[src/rtl/ex_loader_pkg.sv]
// Shared opcodes, header field positions and FSM states for the ex-mem loader.
package ex_loader_pkg;

    typedef enum logic [1:0] {
        OP_LOAD = 2'b00,
        OP_RUN  = 2'b01,
        OP_DUMP = 2'b10,
        OP_RST  = 2'b11
    } opcode_e;

    localparam int OP_HI    = 31;
    localparam int OP_LO    = 30;
    localparam int LD_N_HI  = 17;
    localparam int LD_N_LO  = 9;
    localparam int LD_A_HI  = 8;
    localparam int LD_A_LO  = 0;
    localparam int RUN_C_HI = 23;
    localparam int RUN_C_LO = 0;
    localparam int DMP_S_HI = 4;
    localparam int DMP_S_LO = 0;
    localparam int DMP_K_HI = 9;
    localparam int DMP_K_LO = 5;

    localparam int RST_PULSE_CYCLES = 2;

    typedef enum logic [3:0] {
        S_IDLE,
        S_COLLECT,
        S_WRITE,
        S_RUN,
        S_SEL,
        S_SAMPLE,
        S_PUSH,
        S_RST1,
        S_RST2
    } state_e;

endpackage

[src/rtl/ex_mem_loader_if.sv]
// Host link: command stream into the loader and dump stream back out.
interface ex_mem_loader_if #(
    parameter int DATA_W = 32
);
    logic              s_valid;
    logic              s_ready;
    logic [DATA_W-1:0] s_data;
    logic              m_valid;
    logic              m_ready;
    logic [DATA_W-1:0] m_data;
    logic              m_last;

    modport master (
        output s_valid, s_data, m_ready,
        input  s_ready, m_valid, m_data, m_last
    );

    modport slave (
        input  s_valid, s_data, m_ready,
        output s_ready, m_valid, m_data, m_last
    );
endinterface

[src/rtl/ex_mem_loader.sv]
// Host-side driver for the riscv core: loads ex-mem word pairs, runs the core
// for a bounded cycle count, and streams debug registers back to the host.
module ex_mem_loader
    import ex_loader_pkg::*;
#(
    parameter int ADDR_W = 9,
    parameter int DATA_W = 32
) (
    input  logic              clk,
    input  logic              reset,
    ex_mem_loader_if.slave    host,
    output logic              busy,
    output logic              core_reset,
    output logic              enable_load_ex_mem,
    output logic              enable_halt,
    output logic [ADDR_W-1:0] InstExMemAddress,
    output logic [DATA_W-1:0] InstExMemData1,
    output logic [DATA_W-1:0] InstExMemData2,
    output logic [ADDR_W-1:0] DataExMemAddress,
    output logic [DATA_W-1:0] DataExMemData1,
    output logic [DATA_W-1:0] DataExMemData2,
    output logic [4:0]        DebugSel,
    input  logic [DATA_W-1:0] DebugOutput
);

    state_e            state_q, state_d;
    logic [1:0]        word_idx_q, word_idx_d;
    logic [ADDR_W-1:0] addr_q, addr_d;
    logic [8:0]        beats_q, beats_d;
    logic [23:0]       run_cnt_q, run_cnt_d;
    logic [4:0]        dump_cnt_q, dump_cnt_d;

    logic              core_reset_d, halt_d, wr_en_d, m_valid_d, m_last_d;
    logic [ADDR_W-1:0] wr_addr_d;
    logic [DATA_W-1:0] inst1_d, inst2_d, data1_d, data2_d, m_data_d;
    logic [4:0]        sel_d;

    logic              s_fire, m_fire;
    opcode_e           op;
    logic [8:0]        hdr_n, hdr_a;
    logic [23:0]       hdr_c;
    logic [4:0]        hdr_s, hdr_k;

    assign s_fire = host.s_valid && host.s_ready;
    assign m_fire = host.m_valid && host.m_ready;
    assign op     = opcode_e'(host.s_data[OP_HI:OP_LO]);
    assign hdr_n  = host.s_data[LD_N_HI:LD_N_LO];
    assign hdr_a  = host.s_data[LD_A_HI:LD_A_LO];
    assign hdr_c  = host.s_data[RUN_C_HI:RUN_C_LO];
    assign hdr_s  = host.s_data[DMP_S_HI:DMP_S_LO];
    assign hdr_k  = host.s_data[DMP_K_HI:DMP_K_LO];

    always_comb begin
        // NOTE: every signal gets a hold default first so no path can infer a latch.
        state_d      = state_q;
        word_idx_d   = word_idx_q;
        addr_d       = addr_q;
        beats_d      = beats_q;
        run_cnt_d    = run_cnt_q;
        dump_cnt_d   = dump_cnt_q;
        core_reset_d = core_reset;
        halt_d       = enable_halt;
        wr_en_d      = 1'b0;
        wr_addr_d    = InstExMemAddress;
        inst1_d      = InstExMemData1;
        inst2_d      = InstExMemData2;
        data1_d      = DataExMemData1;
        data2_d      = DataExMemData2;
        m_data_d     = host.m_data;
        m_valid_d    = host.m_valid;
        m_last_d     = host.m_last;
        sel_d        = DebugSel;

        unique case (state_q)
            S_IDLE: begin
                if (s_fire) begin
                    unique case (op)
                        OP_LOAD: begin
                            if (hdr_n != '0) begin
                                state_d      = S_COLLECT;
                                addr_d       = ADDR_W'(hdr_a);
                                beats_d      = hdr_n;
                                word_idx_d   = '0;
                                core_reset_d = 1'b1;
                            end
                        end
                        OP_RUN: begin
                            state_d   = S_RUN;
                            run_cnt_d = hdr_c;
                        end
                        OP_DUMP: begin
                            state_d    = S_SEL;
                            sel_d      = hdr_s;
                            dump_cnt_d = hdr_k;
                        end
                        OP_RST: begin
                            state_d      = S_RST1;
                            core_reset_d = 1'b1;
                            halt_d       = 1'b1;
                        end
                    endcase
                end
            end
            S_COLLECT: begin
                if (s_fire) begin
                    word_idx_d = word_idx_q + 2'd1;
                    unique case (word_idx_q)
                        2'd0: inst1_d = host.s_data;
                        2'd1: inst2_d = host.s_data;
                        2'd2: data1_d = host.s_data;
                        2'd3: begin
                            data2_d   = host.s_data;
                            wr_en_d   = 1'b1;
                            wr_addr_d = addr_q;
                            state_d   = S_WRITE;
                        end
                    endcase
                end
            end
            S_WRITE: begin
                addr_d  = addr_q + 1'b1;
                beats_d = beats_q - 9'd1;
                state_d = (beats_q == 9'd1) ? S_IDLE : S_COLLECT;
            end
            // The first RUN cycle releases the core; a zero count halts straight away.
            S_RUN: begin
                core_reset_d = 1'b0;
                if (run_cnt_q == '0) begin
                    halt_d  = 1'b1;
                    state_d = S_IDLE;
                end else begin
                    halt_d    = 1'b0;
                    run_cnt_d = run_cnt_q - 24'd1;
                end
            end
            // DebugSel has had one cycle to settle; capture the register value.
            S_SEL: begin
                m_data_d = DebugOutput;
                state_d  = S_SAMPLE;
            end
            S_SAMPLE: begin
                m_valid_d = 1'b1;
                m_last_d  = (dump_cnt_q == '0);
                state_d   = S_PUSH;
            end
            S_PUSH: begin
                if (m_fire) begin
                    m_valid_d = 1'b0;
                    m_last_d  = 1'b0;
                    if (dump_cnt_q == '0) begin
                        state_d = S_IDLE;
                    end else begin
                        dump_cnt_d = dump_cnt_q - 5'd1;
                        sel_d      = DebugSel + 5'd1;
                        state_d    = S_SEL;
                    end
                end
            end
            S_RST1: state_d = S_RST2;
            S_RST2: begin
                core_reset_d = 1'b0;
                halt_d       = 1'b1;
                state_d      = S_IDLE;
            end
            default: state_d = S_IDLE;
        endcase
    end

    // NOTE: sequential state uses non-blocking assignments so every register samples pre-edge values.
    always_ff @(posedge clk or posedge reset) begin
        if (reset) begin
            state_q            <= S_IDLE;
            word_idx_q         <= '0;
            addr_q             <= '0;
            beats_q            <= '0;
            run_cnt_q          <= '0;
            dump_cnt_q         <= '0;
            core_reset         <= 1'b1;
            enable_halt        <= 1'b0;
            enable_load_ex_mem <= 1'b0;
            InstExMemAddress   <= '0;
            DataExMemAddress   <= '0;
            InstExMemData1     <= '0;
            InstExMemData2     <= '0;
            DataExMemData1     <= '0;
            DataExMemData2     <= '0;
            DebugSel           <= '0;
            host.s_ready       <= 1'b0;
            host.m_valid       <= 1'b0;
            host.m_data        <= '0;
            host.m_last        <= 1'b0;
            busy               <= 1'b0;
        end else begin
            state_q            <= state_d;
            word_idx_q         <= word_idx_d;
            addr_q             <= addr_d;
            beats_q            <= beats_d;
            run_cnt_q          <= run_cnt_d;
            dump_cnt_q         <= dump_cnt_d;
            core_reset         <= core_reset_d;
            enable_halt        <= halt_d;
            enable_load_ex_mem <= wr_en_d;
            InstExMemAddress   <= wr_addr_d;
            DataExMemAddress   <= wr_addr_d;
            InstExMemData1     <= inst1_d;
            InstExMemData2     <= inst2_d;
            DataExMemData1     <= data1_d;
            DataExMemData2     <= data2_d;
            DebugSel           <= sel_d;
            host.s_ready       <= (state_d == S_IDLE) || (state_d == S_COLLECT);
            host.m_valid       <= m_valid_d;
            host.m_data        <= m_data_d;
            host.m_last        <= m_last_d;
            busy               <= (state_d != S_IDLE);
        end
    end

endmodule

[src/flat_wrapper.sv]
// flat-port wrapper written by rule: the top's interface ports become plain ports
module ex_mem_loader_flat import ex_loader_pkg::*;
#(
    parameter int ADDR_W = 9,
    parameter int DATA_W = 32
)
  (clk, reset, busy, core_reset, enable_load_ex_mem, enable_halt, InstExMemAddress, InstExMemData1, InstExMemData2, DataExMemAddress, DataExMemData1, DataExMemData2, DebugSel, DebugOutput, host_s_valid, host_s_data, host_m_ready, host_s_ready, host_m_valid, host_m_data, host_m_last);
  ex_mem_loader_if #(.DATA_W(DATA_W)) host_i ();
  input  logic clk;
  input  logic reset;
  output logic busy;
  output logic core_reset;
  output logic enable_load_ex_mem;
  output logic enable_halt;
  output logic [ADDR_W-1:0] InstExMemAddress;
  output logic [DATA_W-1:0] InstExMemData1;
  output logic [DATA_W-1:0] InstExMemData2;
  output logic [ADDR_W-1:0] DataExMemAddress;
  output logic [DATA_W-1:0] DataExMemData1;
  output logic [DATA_W-1:0] DataExMemData2;
  output logic [4:0] DebugSel;
  input  logic [DATA_W-1:0] DebugOutput;
  input wire logic [$bits(host_i.s_valid)-1:0] host_s_valid;
  input wire logic [$bits(host_i.s_data)-1:0] host_s_data;
  input wire logic [$bits(host_i.m_ready)-1:0] host_m_ready;
  output wire logic [$bits(host_i.s_ready)-1:0] host_s_ready;
  output wire logic [$bits(host_i.m_valid)-1:0] host_m_valid;
  output wire logic [$bits(host_i.m_data)-1:0] host_m_data;
  output wire logic [$bits(host_i.m_last)-1:0] host_m_last;
  assign host_i.s_valid = host_s_valid;
  assign host_i.s_data = host_s_data;
  assign host_i.m_ready = host_m_ready;
  assign host_s_ready = host_i.s_ready;
  assign host_m_valid = host_i.m_valid;
  assign host_m_data = host_i.m_data;
  assign host_m_last = host_i.m_last;
  ex_mem_loader #(.ADDR_W(ADDR_W), .DATA_W(DATA_W)) u_core (.clk(clk), .reset(reset), .host(host_i), .busy(busy), .core_reset(core_reset), .enable_load_ex_mem(enable_load_ex_mem), .enable_halt(enable_halt), .InstExMemAddress(InstExMemAddress), .InstExMemData1(InstExMemData1), .InstExMemData2(InstExMemData2), .DataExMemAddress(DataExMemAddress), .DataExMemData1(DataExMemData1), .DataExMemData2(DataExMemData2), .DebugSel(DebugSel), .DebugOutput(DebugOutput));
endmodule
[config.mk]
export PLATFORM = sky130hd
export DESIGN_NAME = ex_mem_loader_flat
export DESIGN_NICKNAME = d
export VERILOG_FILES = /design/src/rtl/ex_loader_pkg.sv /design/src/rtl/ex_mem_loader_if.sv /design/src/rtl/ex_mem_loader.sv /design/src/flat_wrapper.sv
export SDC_FILE = /design/constraint.sdc
export NUM_CORES = 1
export LEC_CHECK = 0
export ABC_CLOCK_PERIOD_IN_PS = 12600
export CAP_MARGIN = 15
export CORE_ASPECT_RATIO = 1.75
export CORE_MARGIN = 2
export CORE_UTILIZATION = 54
export DETAILED_ROUTE_END_ITERATION = 7
export PLACE_DENSITY = 0.87
export SYNTH_ARGS = -nofsm -noshare
export SYNTH_HDL_FRONTEND = slang
export SYNTH_SLANG_ARGS = --single-unit
[constraint.sdc]
create_clock -name clk -period 12.6 [get_ports clk]
set_clock_uncertainty 0.1 [all_clocks]
set_input_delay 2.52 -clock clk [delete_from_list [all_inputs] [get_ports clk]]
set_output_delay 2.52 -clock clk [all_outputs]
set_load 0.005 [all_outputs]
# --- After elaboration in Yosys (flattened, before gate mapping) ---
# Index checks and enable logic that the tools add are counted.
totals:
  input_bits: 68
  out_inout_bits: 190
  register_bits: 234
  elab_cells: 135
op_classes:
  n_reduce_logical: 30
  eq_ne: 28
  n_addsub: 6
  n_mux: 51
op_table:
  columns: ["operator", "n"]
  rows:
  - ["two-way mux 24 bit", 3]
  - ["two-way mux 9 bit", 6]
  - ["one-hot mux 24 bit (2 select lines)", 1]
  - ["two-way mux 5 bit", 8]
  - ["one-hot mux 9 bit (2 select lines)", 2]
  - ["one-hot mux 4 bit (8 select lines)", 1]
  - ["zero test 24 bit", 1]
  - ["two-way mux 4 bit", 6]
  - ["subtractor 24 x 1 -> 24 bit, second input constant", 1]
  - ["one-hot mux 5 bit (2 select lines)", 2]
  - ["== test 4 x 3 -> 1 bit, second input constant", 4]
  - ["one-hot mux 4 bit (4 select lines)", 1]
  - ["AND reduction 3 bit", 5]
  - ["inequality test 2 bit, second input constant", 6]
  - ["AND reduction 4 bit", 3]
  - ["nonzero test 2 bit", 6]
  - ["two-way mux 1 bit", 10]
  - ["AND reduction 5 bit", 2]
  - ["adder 9 x 1 -> 9 bit, second input constant", 1]
  - ["== test 9 x 1 -> 1 bit, second input constant", 1]
  - ["nonzero test 9 bit", 1]
  - ["subtractor 9 x 1 -> 9 bit, second input constant", 1]
  - ["== test 2 bit, second input constant", 4]
  - ["== test 4 x 1 -> 1 bit, second input constant", 2]
  - ["23 further kinds", 37]

# --- Depth between registers and ports, before layout ---
logic_depth:
  depth_word: 7
  depth_mapped: 8
  ltp_nobuf: 7

# --- Worst setup path after synthesis ---
# OpenSTA, ideal clock, no wires.
synth_path:
  kind: "input -> register"
  startpoint: "in host_s_data[14]"
  endpoint: "reg u_core.addr_q[2]"
  cell_stages: 5
  n_path_buf: 0
  slack_ps: 8420
  arrival_ps: 3957
  required_time_ps: 12377
  setup_ps: 123
  cell_sequence: "or4_4 > o41ai_4 > o21ai_1 > o21a_1 > o221a_2"
synth_between:
  elab_chain_cells: 3
synth_lines:
  columns: ["element", "line", "source"]
  rows:
  - ["from (decl)", "flat_wrapper.sv:24", "input wire logic [$bits(host_i.s_data)-1:0] host_s_data;"]
  - ["nonzero test 9 bit", "ex_mem_loader.sv:79", "if (hdr_n != '0) begin"]
  - ["inequality test 2 x 1 -> 1 bit (no line)", null, null]
  - ["AND reduction 4 bit (no line)", null, null]
  - ["to (signal assigned)", "ex_mem_loader.sv:196", "addr_q <= addr_d;"]
  - ["to (decl)", "ex_mem_loader.sv:28", "logic [ADDR_W-1:0] addr_q, addr_d;"]
# Every way passes these cells.
# A chain may end at the register's enable or synchronous reset.

==> flow_summary.toml <==
[run_status]
status = "completed"

[placement]
gp_congestion = 0.840
dp_cells = 1296
dpl_worst_slack_ns = 7.21
detailed_place_hpwl_um = 19000
dpl-instance-area_um2 = 13100
port_buffers = 257

[grt]
grt_pass1_vias = 8190
global_route_wire_length_before_repair_um = 44000
largest_net_degree_at_the_start_of_global_routing = 107
remaining_overflow_grt = 0
initial_antenna_violation_count = 0
globalRouteTotalUtil = 0.276

[cts]
numClockSinks = 234
ctsLongestPathBuffers = 3
worst_setup_hold_path_clk_slew_ns = 0.06
cts_setup_buffers = 0
h_tree_level_count = 1
ctsRootBufferMaster = "sky130_fd_sc_hd__clkbuf_16"
post_cts_hold_buffer_count = 0
post_cts_resized = 0
clk-insertion-delay-late_ns = 0.51
tritoncts = "built"
cts-buffers-inserted = 22

[floorplanning]
core_region_area_um2 = 19000
die_width_um = 109
die_h_um = 188
io_pins = 258
rows = 67
start_util = 0.549
die_area_um2 = 20500

[yosys]
seq_area_frac_synth = 0.560
synth_top_area_cell = "sky130_fd_sc_hd__dfrtp_1"
postSynthRegisterBits = 234
synth_enable_flop_cells = 0
synth.cells.most_frequent = "sky130_fd_sc_hd__dfrtp_1, sky130_fd_sc_hd__mux2_2, sky130_fd_sc_hd__nor2_1, sky130_fd_sc_hd__a21oi_1, sky130_fd_sc_hd__nand2_1"
mapped_nets = 928
synth.avg_cell_area_um2 = 12.4
netlist.area_leader.share = 0.558
synthCells = 845
post_synthesis_cell_area_um2 = 10500
netlist_top_cells_area = "sky130_fd_sc_hd__dfrtp_1, sky130_fd_sc_hd__mux2_2, sky130_fd_sc_hd__a21oi_1"
synth_most_common_cell = "sky130_fd_sc_hd__dfrtp_1"
postSynth.asyncResetShare = 1.00
synth-main-ff-cell = "sky130_fd_sc_hd__dfrtp_1"
ys_types = 76
synthesis.yosys.warnings = 0

[final_layout]
n_antenna_cell = 0
regArea_um2 = 5860
final_area_um2 = 13900
area.growth.synth_to_final_pct = 33.1
layout-drive-gt1-share = 0.214
final-instance-count-excl-fill = 1335
num-nets-final = 1162
filler_cell_count = 1242
multiInputGateArea_um2 = 4250

[power]
max-vdd-ir-drop_uv = 127
totalPowerFinal_mw = 1.53
power.net_switching_mw = 0.309
p_int_mw = 1.22
combinationalPowerShare = 0.035
power.share.sequential = 0.492
clkPwrFrac = 0.473
p_leak_nw = 6.32
power_density_over_the_cells_nw_per_um2 = 110
power.switching_fraction = 0.202

[timing]
worst_slew_margin_rel = 0.323
min_period_ns = 4.72
rsz0062_at_grt = "no"
finalSetupViolCount = 0
setup_total_negative_slack_ns = 0
tightestPinTransition_ns = 1.02
final-max-slew-violation-count = 0
final-hold-violation-count = 0
max_clock_freq_ghz = 0.212
finalWorstSetupSlack_ns = 7.88
final.period_utilization = 0.375

[setup_path]
crit_start = "reset"
critPathCaptureType = "async pin"
worst_ep_required_time_ns = 13.07
path_class = "in2async"
timing.critical_path.arrival_ns = 5.19
critical_path.startpoint_type = "input pin"
crit-reg2reg-launch = "u_core.run_cnt_q[0]"
crit_fanout = 106

[detailed_routing]
num_vias = 7865
totalWireLength_um = 27500
starting_drc_count_in_detailed_routing = 614
vias_per_cell = 5.89
detail-route-antenna-nets = 0
drt-pass1-iter-count = 6
detail_route.wl_per_cell_um = 20.6
drcViolationCount = 0

[min_path]
min-delay-start = "u_core.InstExMemData1[31]"
worstHoldPathType = "reg2reg"

[job]
max-cap-violations = 0
per-stage QoR:
stage	hold WS [ns]	utilization
global placement	0.365	0.689
finish	0.390	0.731
detailed placement	0.373	0.689
global route	0.415	0.731
floorplan	0.359	-
CTS	0.392	0.731
registers in the layout, summed over array words and instances, names as in the netlist:
name,count
u_core.DataExMemData1,32
u_core.DataExMemData2,32
u_core.DebugSel,5
u_core.InstExMemAddress,9
u_core.InstExMemData1,32
u_core.InstExMemData2,32
u_core.addr_q,9
u_core.beats_q,9
u_core.busy,1
u_core.core_reset,1
u_core.dump_cnt_q,5
u_core.enable_halt,1
u_core.enable_load_ex_mem,1
u_core.host.m_data,32
u_core.host.m_last,1
u_core.host.m_valid,1
u_core.host.s_ready,1
u_core.run_cnt_q,24
u_core.state_q,4
u_core.word_idx_q,2
routing by layer:
| metal | GRT usage | part of all wire | up-vias |
|---|---|---|---|
| met5 | 0 | 0 | - |
| met4 | 0.120 | 0.044 | 0 |
| li1 | - | - | 3554 |
| met1 | 0.312 | 0.35 | 3902 |
| met2 | 0.495 | 0.54 | 338 |
| met3 | 0.0504 | 0.061 | 71 |
critical path, cell delays in order:
cell	delay (ns)
sky130_fd_sc_hd__clkdlybuf4s50_1	0.49
sky130_fd_sc_hd__inv_8	0.54
sky130_fd_sc_hd__buf_4	0.87
sky130_fd_sc_hd__buf_4	0.69
layout by cell type (no fill, tap or decap), drive strengths merged, types with 4 or more instances in the layout:
cell / Yosys / routed
mux2i: 4 / 4
mux2: 162 / 162
o22ai: 5 / 5
clkdlybuf4s50: 0 / 257
nor3: 13 / 13
dfrtp: 233 / 233
o22a: 11 / 11
inv: 20 / 20
a31oi: 16 / 16
nand2b: 6 / 6
o311ai: 6 / 6
a211oi: 5 / 5
clkbuf: 26 / 31
or4: 7 / 7
o21ai: 37 / 37
nand2: 39 / 39
a21oi: 45 / 45
nand3: 25 / 25
nor4: 11 / 11
or3: 9 / 9
nor2: 49 / 49
clkinv: 0 / 4
a41oi: 5 / 5
and3: 5 / 5
o211ai: 8 / 8
bufinv: 0 / 4
buf: 28 / 7
a22oi: 6 / 6
ha: 15 / 15
and2: 4 / 4
worst paths after layout:
path	end	slack (ns)	depth (start not counted)
hold / removal	u_core.InstExMemData1[31]	0.39	2
hold reg to reg	u_core.InstExMemData1[31]	0.39	2
setup reg to reg	u_core.run_cnt_q[7]	9.35	7
min in group asynchronous	u_core.DataExMemData2[14]	2.46	2
max in group clk	u_core.run_cnt_q[0]	7.93	6
setup / recovery	u_core.InstExMemData2[24]	7.88	4
power by group through the flow:
| stage | combinational, mW | sequential (mW) | clock (mW) |
|---|---|---|---|
| after floorplan | 0.0162 | 0.766 | 0 |
| final | 0.0531 | 0.751 | 0.721 |
| after global placement | 0.0532 | 0.765 | 0 |
| after global routing | 0.0588 | 0.751 | 0.763 |
| after CTS | 0.0545 | 0.751 | 0.734 |
| after detailed placement | 0.0542 | 0.765 | 0 |
layout make-up:
class,instances,share of cell area
Sequential cell,234,0.421
Multi-Input combinational cell,537,0.305
Timing Repair Buffer,264,0.189
Clock buffer,31,0.0471
Tap cell,241,0.0217
Clock inverter,8,0.0101
Inverter,20,0.00594
cells by family after synthesis:
group / Yosys count / synth area share
adder cells (fa/ha/maj): 15 / 0.0180
AND/OR/NAND/NOR: 188 / 0.0994
XOR/XNOR: 2 / 0.00168
buffers and inverters: 74 / 0.0344
flip-flops: 234 / 0.560
multiplexers: 166 / 0.178
AO/OA/AOI/OAI: 166 / 0.108
(Power assumes the default switching activity.)
